$ cat src/rtl/uart_rx_buffer.sv
// uart_rx_buffer: 8N1 UART receiver feeding a first-word-fall-through FIFO.
// The serial line is double-synchronized, decoded by a bit-timer FSM that
// samples mid-bit, and completed bytes are pushed into a DEPTH-entry FIFO.
// Optional carriage-return stripping and sticky overrun/framing flags.
module uart_rx_buffer #(
  parameter int CLKS_PER_BIT = 868,
  parameter int DEPTH        = 16
) (
  input  logic                     clk,
  input  logic                     rst,
  input  logic                     rx,
  input  logic                     strip_cr,
  input  logic                     rd,
  input  logic                     clr_err,
  output logic [7:0]               rx_char,
  output logic                     rx_valid,
  output logic [$clog2(DEPTH):0]   count,
  output logic                     overrun,
  output logic                     frame_err
);

  localparam int AW = $clog2(DEPTH);
  localparam int CW = AW + 1;

  localparam logic [15:0]   BIT_LAST  = 16'(CLKS_PER_BIT - 1);
  localparam logic [15:0]   HALF_LAST = 16'((CLKS_PER_BIT / 2) - 1);
  localparam logic [CW-1:0] FULL_CNT  = CW'(DEPTH);
  localparam logic [CW-1:0] CNT_ONE   = CW'(1);
  localparam logic [AW-1:0] PTR_ONE   = AW'(1);

  typedef enum logic [2:0] {
    ST_IDLE      = 3'd0,
    ST_START     = 3'd1,
    ST_DATA      = 3'd2,
    ST_STOP      = 3'd3,
    ST_WAIT_HIGH = 3'd4
  } state_t;

  // Synchronizer and receiver state
  logic        rx_meta_r;
  logic        rx_sync_r;
  state_t      state_r;
  logic [15:0] timer_r;
  logic [2:0]  bit_idx_r;
  logic [7:0]  shift_r;
  logic        push_r;
  logic [7:0]  push_data_r;

  // FIFO storage and control
  logic [7:0]    mem_r [DEPTH];
  logic [AW-1:0] wr_ptr_r;
  logic [AW-1:0] rd_ptr_r;
  logic          cr_drop_s;
  logic          push_ok_s;
  logic          full_s;
  logic          pop_s;
  logic          wr_en_s;
  logic          ovr_set_s;
  logic [CW-1:0] count_next_s;

  // Bring the asynchronous serial line into the clk domain (idles high).
  always_ff @(posedge clk) begin
    if (rst) begin
      rx_meta_r <= 1'b1;
      rx_sync_r <= 1'b1;
    end else begin
      rx_meta_r <= rx;
      rx_sync_r <= rx_meta_r;
    end
  end

  // Frame decoder: mid-bit sampling, one-cycle push request, sticky framing error.
  always_ff @(posedge clk) begin
    if (rst) begin
      state_r     <= ST_IDLE;
      timer_r     <= 16'd0;
      bit_idx_r   <= 3'd0;
      shift_r     <= 8'd0;
      push_r      <= 1'b0;
      push_data_r <= 8'd0;
      frame_err   <= 1'b0;
    end else begin
      push_r <= 1'b0;
      // Clear first so that a framing event in the same cycle takes priority.
      if (clr_err) begin
        frame_err <= 1'b0;
      end
      case (state_r)
        ST_IDLE: begin
          if (!rx_sync_r) begin
            state_r <= ST_START;
            timer_r <= 16'd0;
          end
        end
        ST_START: begin
          if (timer_r == HALF_LAST) begin
            timer_r <= 16'd0;
            if (rx_sync_r) begin
              state_r <= ST_IDLE;   // too short to be a start bit
            end else begin
              state_r   <= ST_DATA;
              bit_idx_r <= 3'd0;
            end
          end else begin
            timer_r <= timer_r + 16'd1;
          end
        end
        ST_DATA: begin
          if (timer_r == BIT_LAST) begin
            timer_r            <= 16'd0;
            shift_r[bit_idx_r] <= rx_sync_r;
            if (bit_idx_r == 3'd7) begin
              state_r   <= ST_STOP;
              bit_idx_r <= 3'd0;
            end else begin
              bit_idx_r <= bit_idx_r + 3'd1;
            end
          end else begin
            timer_r <= timer_r + 16'd1;
          end
        end
        ST_STOP: begin
          if (timer_r == BIT_LAST) begin
            timer_r <= 16'd0;
            if (rx_sync_r) begin
              push_r      <= 1'b1;
              push_data_r <= shift_r;
              state_r     <= ST_IDLE;
            end else begin
              frame_err <= 1'b1;
              state_r   <= ST_WAIT_HIGH;
            end
          end else begin
            timer_r <= timer_r + 16'd1;
          end
        end
        ST_WAIT_HIGH: begin
          // A held-low line (break) must not spawn further frames.
          if (rx_sync_r) begin
            state_r <= ST_IDLE;
          end
        end
        default: begin
          state_r <= ST_IDLE;
          timer_r <= 16'd0;
        end
      endcase
    end
  end

  // FIFO write/read qualification, including full-with-pop and CR suppression.
  always_comb begin
    cr_drop_s    = strip_cr && (push_data_r == 8'h0D);
    push_ok_s    = push_r && !cr_drop_s;
    full_s       = (count == FULL_CNT);
    pop_s        = rd && rx_valid;
    wr_en_s      = push_ok_s && (!full_s || pop_s);
    ovr_set_s    = push_ok_s && full_s && !pop_s;
    count_next_s = count;
    if (wr_en_s && !pop_s) begin
      count_next_s = count + CNT_ONE;
    end else if (!wr_en_s && pop_s) begin
      count_next_s = count - CNT_ONE;
    end else begin
      count_next_s = count;
    end
  end

  // FIFO storage array; contents need no reset since occupancy guards reads.
  always_ff @(posedge clk) begin
    if (wr_en_s) begin
      mem_r[wr_ptr_r] <= push_data_r;
    end
  end

  // FIFO pointers, occupancy, valid flag and sticky overrun.
  always_ff @(posedge clk) begin
    if (rst) begin
      wr_ptr_r <= '0;
      rd_ptr_r <= '0;
      count    <= '0;
      rx_valid <= 1'b0;
      overrun  <= 1'b0;
    end else begin
      if (wr_en_s) begin
        wr_ptr_r <= wr_ptr_r + PTR_ONE;
      end
      if (pop_s) begin
        rd_ptr_r <= rd_ptr_r + PTR_ONE;
      end
      count    <= count_next_s;
      rx_valid <= (count_next_s != '0);
      if (ovr_set_s) begin
        overrun <= 1'b1;
      end else if (clr_err) begin
        overrun <= 1'b0;
      end
    end
  end

  assign rx_char = mem_r[rd_ptr_r];

endmodule

$ cat config.mk
export PLATFORM = sky130hd
export DESIGN_NAME = uart_rx_buffer
export DESIGN_NICKNAME = d
export VERILOG_FILES = /design/src/rtl/uart_rx_buffer.sv
export SDC_FILE = /design/constraint.sdc
export NUM_CORES = 1
export LEC_CHECK = 0
export ABC_AREA = 1
export BUFFER_PORTS_ARGS = -buffer_cell sky130_fd_sc_hd__buf_4
export CORE_MARGIN = 8
export CORE_UTILIZATION = 48
export CTS_CLUSTER_SIZE = 20
export DETAILED_ROUTE_END_ITERATION = 6
export GPL_ROUTABILITY_DRIVEN = 0
export PLACE_DENSITY = 0.65
export SLEW_MARGIN = 0
export SYNTH_ARGS = -nofsm -noshare
export SYNTH_HDL_FRONTEND = slang
export SYNTH_SLANG_ARGS = --single-unit
export TNS_END_PERCENT = 50
$ cat constraint.sdc
create_clock -name clk -period 2.4 [get_ports clk]
set_clock_uncertainty 0.2 [all_clocks]
set_input_delay 0.12 -clock clk [delete_from_list [all_inputs] [get_ports clk]]
set_output_delay 0.12 -clock clk [all_outputs]
set_load 0.01 [all_outputs]
==> results of run 1 <==
==> critical path, cell delays in order, from the launching register on <==
cell	delay (ns)
dfxtp_1	0.39
ha_2	0.23
nand3_1	0.16
nor4_2	0.34
nand4_1	0.16
a21oi_1	0.16
dlygate4sd3_1	0.57
==> power breakdown <==
part	total [mW]	leakage (nW)	internal [mW]	switching [mW]
sequential	3.63	1.83	3.51	0.117
combinational	1.53	1.39	0.585	0.944
clock	2.76	0.268	1.55	1.22
total	7.92	3.50	5.64	2.28
==> repair_timing <==
| action | in CTS | in global routing |
|---|---|---|
| hold endpoints to repair | 24 | 0 |
| resized for setup | 0 | 5 |
| endpoints found under the setup margin | 3 | 110 |
| buffers inserted | 1 | 5 |
| hold buffers | 6 | 0 |
==> metrics by stage <==
| step | hold slack, ns | instance area, um^2 | worst slack (ns) |
|---|---|---|---|
| 2_1_floorplan | 0.0238 | 8350 | 0.166 |
| 3_3_place_gp | 0.113 | 8930 | 0.0773 |
| 3_5_place_dp | 0.110 | 8930 | 0.0337 |
| 4_1_cts | 0.161 | 9580 | 0.00856 |
| 5_1_grt | 0.228 | 9650 | 0.0121 |
| 6_report | 0.167 | 9650 | 0.135 |
==> kinds of logic (layout without fill, tap and decap cells) <==
logic type,Yosys count,count (layout),synth area share
simple gates,227,227,0.143
flops,189,189,0.607
compound gates,183,183,0.124
buf+inv,130,198,0.0628
mux,32,32,0.0384
fa+ha+maj,11,11,0.0165
xor+xnor,8,8,0.00839
==> routing by layer <==
metal,vias to the layer above,part of all wire
met3,30,0.039
met1,2772,0.42
met4,0,0.021
met5,-,0
li1,2846,-
met2,131,0.52
==> sequential cells by signal, indices dropped and copies added (netlist names), named ones only <==
name and cells:
push_r 1, rx_sync_r 1, push_data_r 8, overrun 1, timer_r 16, rx_meta_r 1, frame_err 1, count 5
wr_ptr_r 4, mem_r 128, state_r 3, shift_r 8, bit_idx_r 3, rd_ptr_r 4, rx_valid 1
==> path summary, 6_finish.rpt <==
kind                                 start   endpoint  slack (ns)  cells past startpoint
worst min-delay path              strip_cr    overrun        0.17                      6
worst min register to register   rx_meta_r  rx_sync_r        0.23                      1
worst max-delay path            timer_r[0]  frame_err        0.13                      6
worst max register to register  timer_r[0]  frame_err        0.13                      6
==> layout by cell type (no fill, tap or decap), types with 6 or more instances in the layout <==
cell / instances
edfxtp_1: 128
inv_1: 85
nand2_1: 72
a21oi_1: 70
o21ai_0: 64
dfxtp_1: 60
buf_4: 58
nor2_1: 51
nand3_1: 41
o211ai_1: 35
mux2i_1: 32
clkbuf_16: 17
nand4_1: 13
inv_2: 12
nand2_2: 10
ha_1: 10
xor2_1: 8
nor3_1: 6
dlygate4sd3_1: 6
==> final cells by class <==
cell class	count	area, um^2
fillers	1498	7530
flip-flops and latches	189	5070
multi-input cells	461	2780
repair buffers	68	567
clock buffers	17	425
inverters	98	369
well taps	225	282
clock inverters	15	161
==> impl_metrics.json, run 1 <==
{
  "run_status": "finished, final reports clean",
  "worstPathMaxFanout": 4,
  "vdd_drop_max_mv": 0.483,
  "rows": 48,
  "tightest_slew_ns": 0.418,
  "dp_hpwl_mm": 12.6,
  "fmax_mhz": 441,
  "yosys_register_bits": 189,
  "final-max-slew-violation-count": 0,
  "gr-total-overflow": 0,
  "layout.nets": 852,
  "clockBufferDepth": 2,
  "syn_inst": 780,
  "die-area_um2": 21900,
  "synth_area_um2": 8350,
  "vias": 5779,
  "syn_nets": 797,
  "finalNonFillerCells": 1073,
  "dp.cells": 1029,
  "die_w_um": 148,
  "grt_max_degree": 33,
  "p_leak_nw": 3.50,
  "initial_core_util": 0.486,
  "min_path_type": "in2reg",
  "grt_use_met3": 0.0330,
  "synth_ff_type": "edfxtp_1",
  "finalHoldViolations": 0,
  "clkTransAtPathRegs_ns": 0.07,
  "ys_types": 45,
  "grt_pass1_wl_mm": 29.5,
  "start_kind": "flip-flop",
  "grt_pass1_vias": 5728,
  "synthToLayoutAreaGrowth_pct": 15.6,
  "synth.most_common_cell": "edfxtp_1",
  "max_cap_violations": 0,
  "io_buffers": 21,
  "drc": 0,
  "final.setup.tns_ns": 0,
  "core_area_um2": 17200,
  "fin_crit_sh": 0.944,
  "met2_usage": 0.311,
  "chipHeight_um": 148,
  "async_reset_ff_frac": 0,
  "antenna_cells": 0,
  "ys_seq_area_frac": 0.607,
  "grt_use_met1": 0.204,
  "ioPinCount": 22,
  "synth_area_leaders": "edfxtp_1 46%, dfxtp_1 15%, a21oi_1 4.2%",
  "antenna_found_initial": 0,
  "first_pass_iters": 4,
  "relSlewSlack": 0.721,
  "ys_warn_count": 0,
  "synth_top_area_frac": 0.460,
  "drive_gt1_frac": 0.179,
  "wl_per_cell_um": 17.1,
  "synthTopCellsByCount": "128 x edfxtp_1, 85 x inv_1, 73 x nand2_1",
  "rsz0062_at_grt": "false",
  "end_kind": "flip-flop",
  "setup_viol": 0,
  "groute.usage.overall": 0.175,
  "power.density_nw_per_um2": 821,
  "synth_area_leader_cell": "edfxtp_1",
  "drt_iter0_markers": 472,
  "cts-root-buf": "clkbuf_16",
  "viasPerCell": 5.39,
  "worstPathArrival_ns": 2.44,
  "synth_edf_count": 128,
  "wl_mm": 18.4,
  "cts_made_buffers": 17,
  "period_needed_ns": 2.27,
  "crit_type": "reg2reg",
  "p_total_mw": 7.92,
  "clkLatencyLatePin_ns": 0.43,
  "cts_sinks": 189,
  "critPathRequiredTime_ns": 2.58,
  "fin_util": 0.562,
  "antenna_left": 0,
  "h-tree-depth": 4,
  "top_usage_layer": "met2",
  "avgSynthCellArea_um2": 10.7,
  "cts_tree": "built"
}
(Power assumes the default switching activity.)
==> run 2: changes to the inputs <==
- SETUP_SLACK_MARGIN: default -> 0.2
==> impl_metrics.json, run 2 (same netlist as run 1, synthesis figures left out) <==
{
  "run_status": "finished, final reports clean",
  "internal_power_mw": 5.71,
  "drive_gt1_frac": 0.194,
  "antenna_cells": 0,
  "first_pass_iters": 6,
  "pwr-share-seq": 0.452,
  "h-tree-depth": 4,
  "die_w_um": 148,
  "dp_hpwl_mm": 12.6,
  "rr_worst_depth": 8,
  "fin_crit_sh": 0.931,
  "clockBufferDepth": 2,
  "path_cells": "buf_6, clkbuf_16, o21ai_0, o211ai_1, nand3_1, nand2_1, buf_4",
  "core_area_um2": 17200,
  "viasPerCell": 5.46,
  "regMostFlops": "mem_r",
  "vias": 5891,
  "top_regs": "mem_r (128), timer_r (16)",
  "power.density_nw_per_um2": 818,
  "crit_type": "reg2out",
  "grt_pass1_vias": 5744,
  "fmax_mhz": 447,
  "synthToLayoutAreaGrowth_pct": 17.3,
  "antenna_left": 0,
  "drc": 0,
  "grt_max_degree": 33,
  "worstPathArrival_ns": 1.92,
  "max_cap_violations": 0,
  "path_depth": 7,
  "path_delay_family": "buffers and inverters",
  "final.setup.tns_ns": 0,
  "groute.usage.overall": 0.175,
  "end_kind": "output port",
  "holdPathStages": 6,
  "p_total_mw": 8.02,
  "tightest_slew_ns": 0.423,
  "initial_core_util": 0.486,
  "crit_slowest_cell": "dfxtp_4",
  "wl_per_cell_um": 17.4,
  "wl_mm": 18.8,
  "rows": 48,
  "layout.nets": 858,
  "cts_made_buffers": 17,
  "die-area_um2": 21900,
  "critPathRequiredTime_ns": 2.08,
  "final_cell_mix": "128 x edfxtp_1, 85 x inv_1, 70 x a21oi_1",
  "period_needed_ns": 2.24,
  "drt_iter0_markers": 490,
  "largest_register_ffs": 128,
  "cts-root-buf": "clkbuf_16",
  "p_comb_frac": 0.203,
  "relSlewSlack": 0.718,
  "io_buffers": 21,
  "setup_viol": 0,
  "clkLatencyLatePin_ns": 0.43,
  "cpPeakStageDelay_ns": 0.36,
  "p_leak_nw": 3.58,
  "clkPwrFrac": 0.345,
  "grt_pass1_wl_mm": 29.6,
  "rsz0062_at_grt": "true",
  "min_path_type": "in2reg",
  "crit_buf_inv": 3,
  "sw_frac_of_total": 0.288,
  "cts_tree": "built",
  "antenna_found_initial": 0,
  "switchingPower_mw": 2.31,
  "start_kind": "flip-flop",
  "clkTransAtPathRegs_ns": 0.06,
  "chipHeight_um": 148,
  "worstPathMaxFanout": 12,
  "vdd_drop_max_mv": 0.485,
  "finalHoldViolations": 0,
  "layout_commonest_cell": "edfxtp_1",
  "ioPinCount": 22,
  "cts_sinks": 189,
  "gr-total-overflow": 0,
  "final-max-slew-violation-count": 0
}
-- run 2: cell types whose count changed in the layout (fill, tap and decap cells not counted), sizes merged --
cell         delta
buf             +5
dlygate4sd3     -1
clkbuf          +2
-- run 2: power groups by stage --
stage,logic (mW),clock network (mW),registers [mW]
after global placement,1.43,0,3.71
after global routing,1.78,2.95,3.63
after detailed placement,1.46,0,3.72
after CTS,1.54,2.82,3.62
after floorplan,1.10,0,3.67
final,1.63,2.77,3.62
-- run 2: per-layer routing --
layer,up-vias,GRT usage,part of all wire
met5,-,0,0
met3,39,0.0352,0.053
met4,0,0.0724,0.024
met1,2812,0.204,0.40
met2,178,0.310,0.52
li1,2862,-,-
-- run 2: tightest hold or removal path: stages --
cell and delay (ns):
buf_4 0.09, nand2_1 0.04, nor2_1 0.07, nand2_1 0.13, nand3_1 0.18, a21oi_1 0.09
-- run 2: timing repair --
item                       CTS  global route
hold endpoints to repair    24             0
resized for setup           10            22
pin swaps                    2             8
hold buffers                 5             0
buffers inserted             5             6
setup endpoints to repair  135           137
cloned                       0             2
-- run 2: per-stage QoR --
stage	worst slack (ns)	cells	hold slack (ns)	utilization	cell area (um^2)
floorplan	0.166	780	0.0238	-	8350
global placement	0.0773	1029	0.113	0.520	8930
detailed placement	0.0337	1029	0.110	0.520	8930
finish	0.164	1079	0.160	0.570	9800
global route	0.100	1079	0.228	0.570	9800
CTS	0.170	1071	0.161	0.561	9630
-- run 2: area by class of cell --
class	instances	area (um^2)
fillers	1478	7380
flip-flops and latches	189	5070
multi-input cells	461	2800
repair buffers	74	683
clock buffers	17	425
inverters	98	369
well taps	225	282
clock inverters	15	161
-- run 2: worst paths after layout --
check,start,to,slack [ns]
max,flip-flop,rx_char[6],0.16
min,strip_cr,overrun,0.16
max reg2reg,count[0],mem_r[3][4],0.30
min reg2reg,rx_meta_r,rx_sync_r,0.22
==> run 3: changes to the inputs <==
- PLACE_DENSITY: 0.65 -> 0.67
- clock period: 2.4 -> 1.8 ns (I/O delays scaled with it)
==> impl_metrics.json, run 3 (same netlist as run 1, synthesis figures left out) <==
{
  "core_area_um2": 17200,
  "path_depth": 7,
  "rr_worst_depth": 11,
  "cts-root-buf": "clkbuf_16",
  "run_status": "finished with violations",
  "reg2reg_from": "timer_r[1]",
  "final.setup.tns_ns": -4.77,
  "end_kind": "output port",
  "wl_mm": 19.8,
  "setup_ws_ns": -0.374,
  "wl_per_cell_um": 17.9,
  "place_ws_ns": -0.0839,
  "vdd_drop_max_mv": 0.711,
  "dp.cells": 1054,
  "crit_slowest_cell": "dfxtp_4",
  "top_regs": "mem_r (128), timer_r (16)",
  "h-tree-depth": 4,
  "rsz0062_at_grt": "true",
  "met2_usage": 0.302,
  "power.density_nw_per_um2": 1050,
  "chipHeight_um": 148,
  "antenna_found_initial": 0,
  "clockBufferDepth": 2,
  "hold_ws_ns": -0.0596,
  "dp_hpwl_mm": 13.0,
  "fillers": 1304,
  "rows": 48,
  "crit_buf_inv": 3,
  "worstPathMaxFanout": 7,
  "top_usage_layer": "met2",
  "clkTransAtPathRegs_ns": 0.06,
  "cts_made_buffers": 17,
  "layout.nets": 888,
  "grt_max_degree": 33,
  "violations": "negative hold slack, negative setup slack",
  "regMostFlops": "mem_r",
  "cts_sinks": 189,
  "grt_pass1_wl_mm": 30.4,
  "crit_type": "reg2out",
  "die_w_um": 148,
  "layout_commonest_cell": "edfxtp_1",
  "endpoint": "rx_char[4]",
  "io_buffers": 21,
  "antenna_left": 0,
  "final-max-slew-violation-count": 0,
  "ioPinCount": 22,
  "dpl_cell_area_um2": 9330,
  "fin_crit_sh": 1.21,
  "clkLatencyLatePin_ns": 0.43,
  "groute.usage.overall": 0.179,
  "r2r_end": "timer_r[10]",
  "finalNonFillerCells": 1109,
  "fmax_mhz": 460,
  "start_kind": "flip-flop",
  "period_needed_ns": 2.17,
  "gr-total-overflow": 0,
  "setup_viol": 106,
  "cpPeakStageDelay_ns": 0.44,
  "vias": 6115,
  "hp-start": "rd",
  "drc": 0,
  "drt_iter0_markers": 481,
  "path_cells": "buf_12, buf_8, mux2i_2, o21ai_2, o211ai_1, nand2_1, buf_6",
  "synthToLayoutAreaGrowth_pct": 27.5,
  "viasPerCell": 5.51,
  "largest_register_ffs": 128,
  "finalInstanceArea_um2": 10600,
  "p_leak_nw": 3.80,
  "max_cap_violations": 0,
  "cts_hold_buf": 4,
  "tightest_slew_ns": 0.396,
  "die-area_um2": 21900,
  "finalHoldViolations": 3,
  "final_cell_mix": "128 x edfxtp_1, 75 x inv_1, 72 x buf_4",
  "drive_gt1_frac": 0.336,
  "relSlewSlack": 0.735,
  "min_path_type": "in2reg",
  "initial_core_util": 0.486,
  "reg2reg_setup_slack_ns": -0.05,
  "antenna_cells": 0,
  "cts_tree": "built",
  "critPathRequiredTime_ns": 1.51,
  "path_delay_family": "flip-flops",
  "first_pass_iters": 5,
  "grt_use_met3": 0.0303,
  "worstPathArrival_ns": 1.88,
  "grt_use_met1": 0.216,
  "grt_pass1_vias": 5895
}
[run 3: where the power goes]
group	switching [mW]	total (mW)	leakage, nW	internal [mW]
clock network	1.58	3.62	0.274	2.04
logic	1.60	2.74	1.68	1.14
registers	0.164	4.85	1.85	4.68
[run 3: tightest hold or removal path: stages]
cell and delay (ns):
buf_4 0.08, nand2_1 0.08, inv_2 0.08, nor2_4 0.05
nand3_1 0.09, a21oi_1 0.06
[run 3: final cells by class]
cell class	instances	area, um^2	area share
tap	225	282	0.0264
multi-input combinational	463	3350	0.315
clock buffer	18	429	0.0403
inverter	98	383	0.0360
sequential	189	5130	0.482
timing repair buffer	102	933	0.0877
clock inverter	14	140	0.0132
[run 3: timing repair]
| action | 4_1_cts | 5_1_grt |
|---|---|---|
| endpoints found under the setup margin | 184 | 189 |
| hold endpoints to repair | 26 | 2 |
| setup buffers | 5 | 12 |
| resized for setup | 63 | 110 |
| pin swaps | 26 | 50 |
| gates cloned | 0 | 2 |
[run 3: per-stage QoR]
| stage | total power, mW | hold slack [ns] | utilization |
|---|---|---|---|
| after floorplan | 6.37 | -0.00619 | - |
| after global placement | 7.01 | 0.0789 | 0.543 |
| after detailed placement | 7.08 | 0.0835 | 0.543 |
| after CTS | 10.9 | -0.0753 | 0.594 |
| after global routing | 11.6 | -0.0378 | 0.620 |
| final | 11.2 | -0.0596 | 0.620 |
[run 3: worst min-delay path by stage]
stage,end,slack [ns],cells past startpoint
2_1_floorplan,rx_meta_r,-0.006,1
3_3_place_gp,rx_meta_r,0.08,2
3_5_place_dp,rx_meta_r,0.08,2
4_1_cts,flip-flop,-0.08,4
5_1_grt,overrun,-0.04,6
6_report,overrun,-0.06,6
[run 3: routing by layer]
layer / vias to the layer above / share of wire
met3: 51 / 0.046
li1: 2941 / -
met4: 0 / 0.035
met1: 2944 / 0.42
met2: 179 / 0.50
met5: - / 0
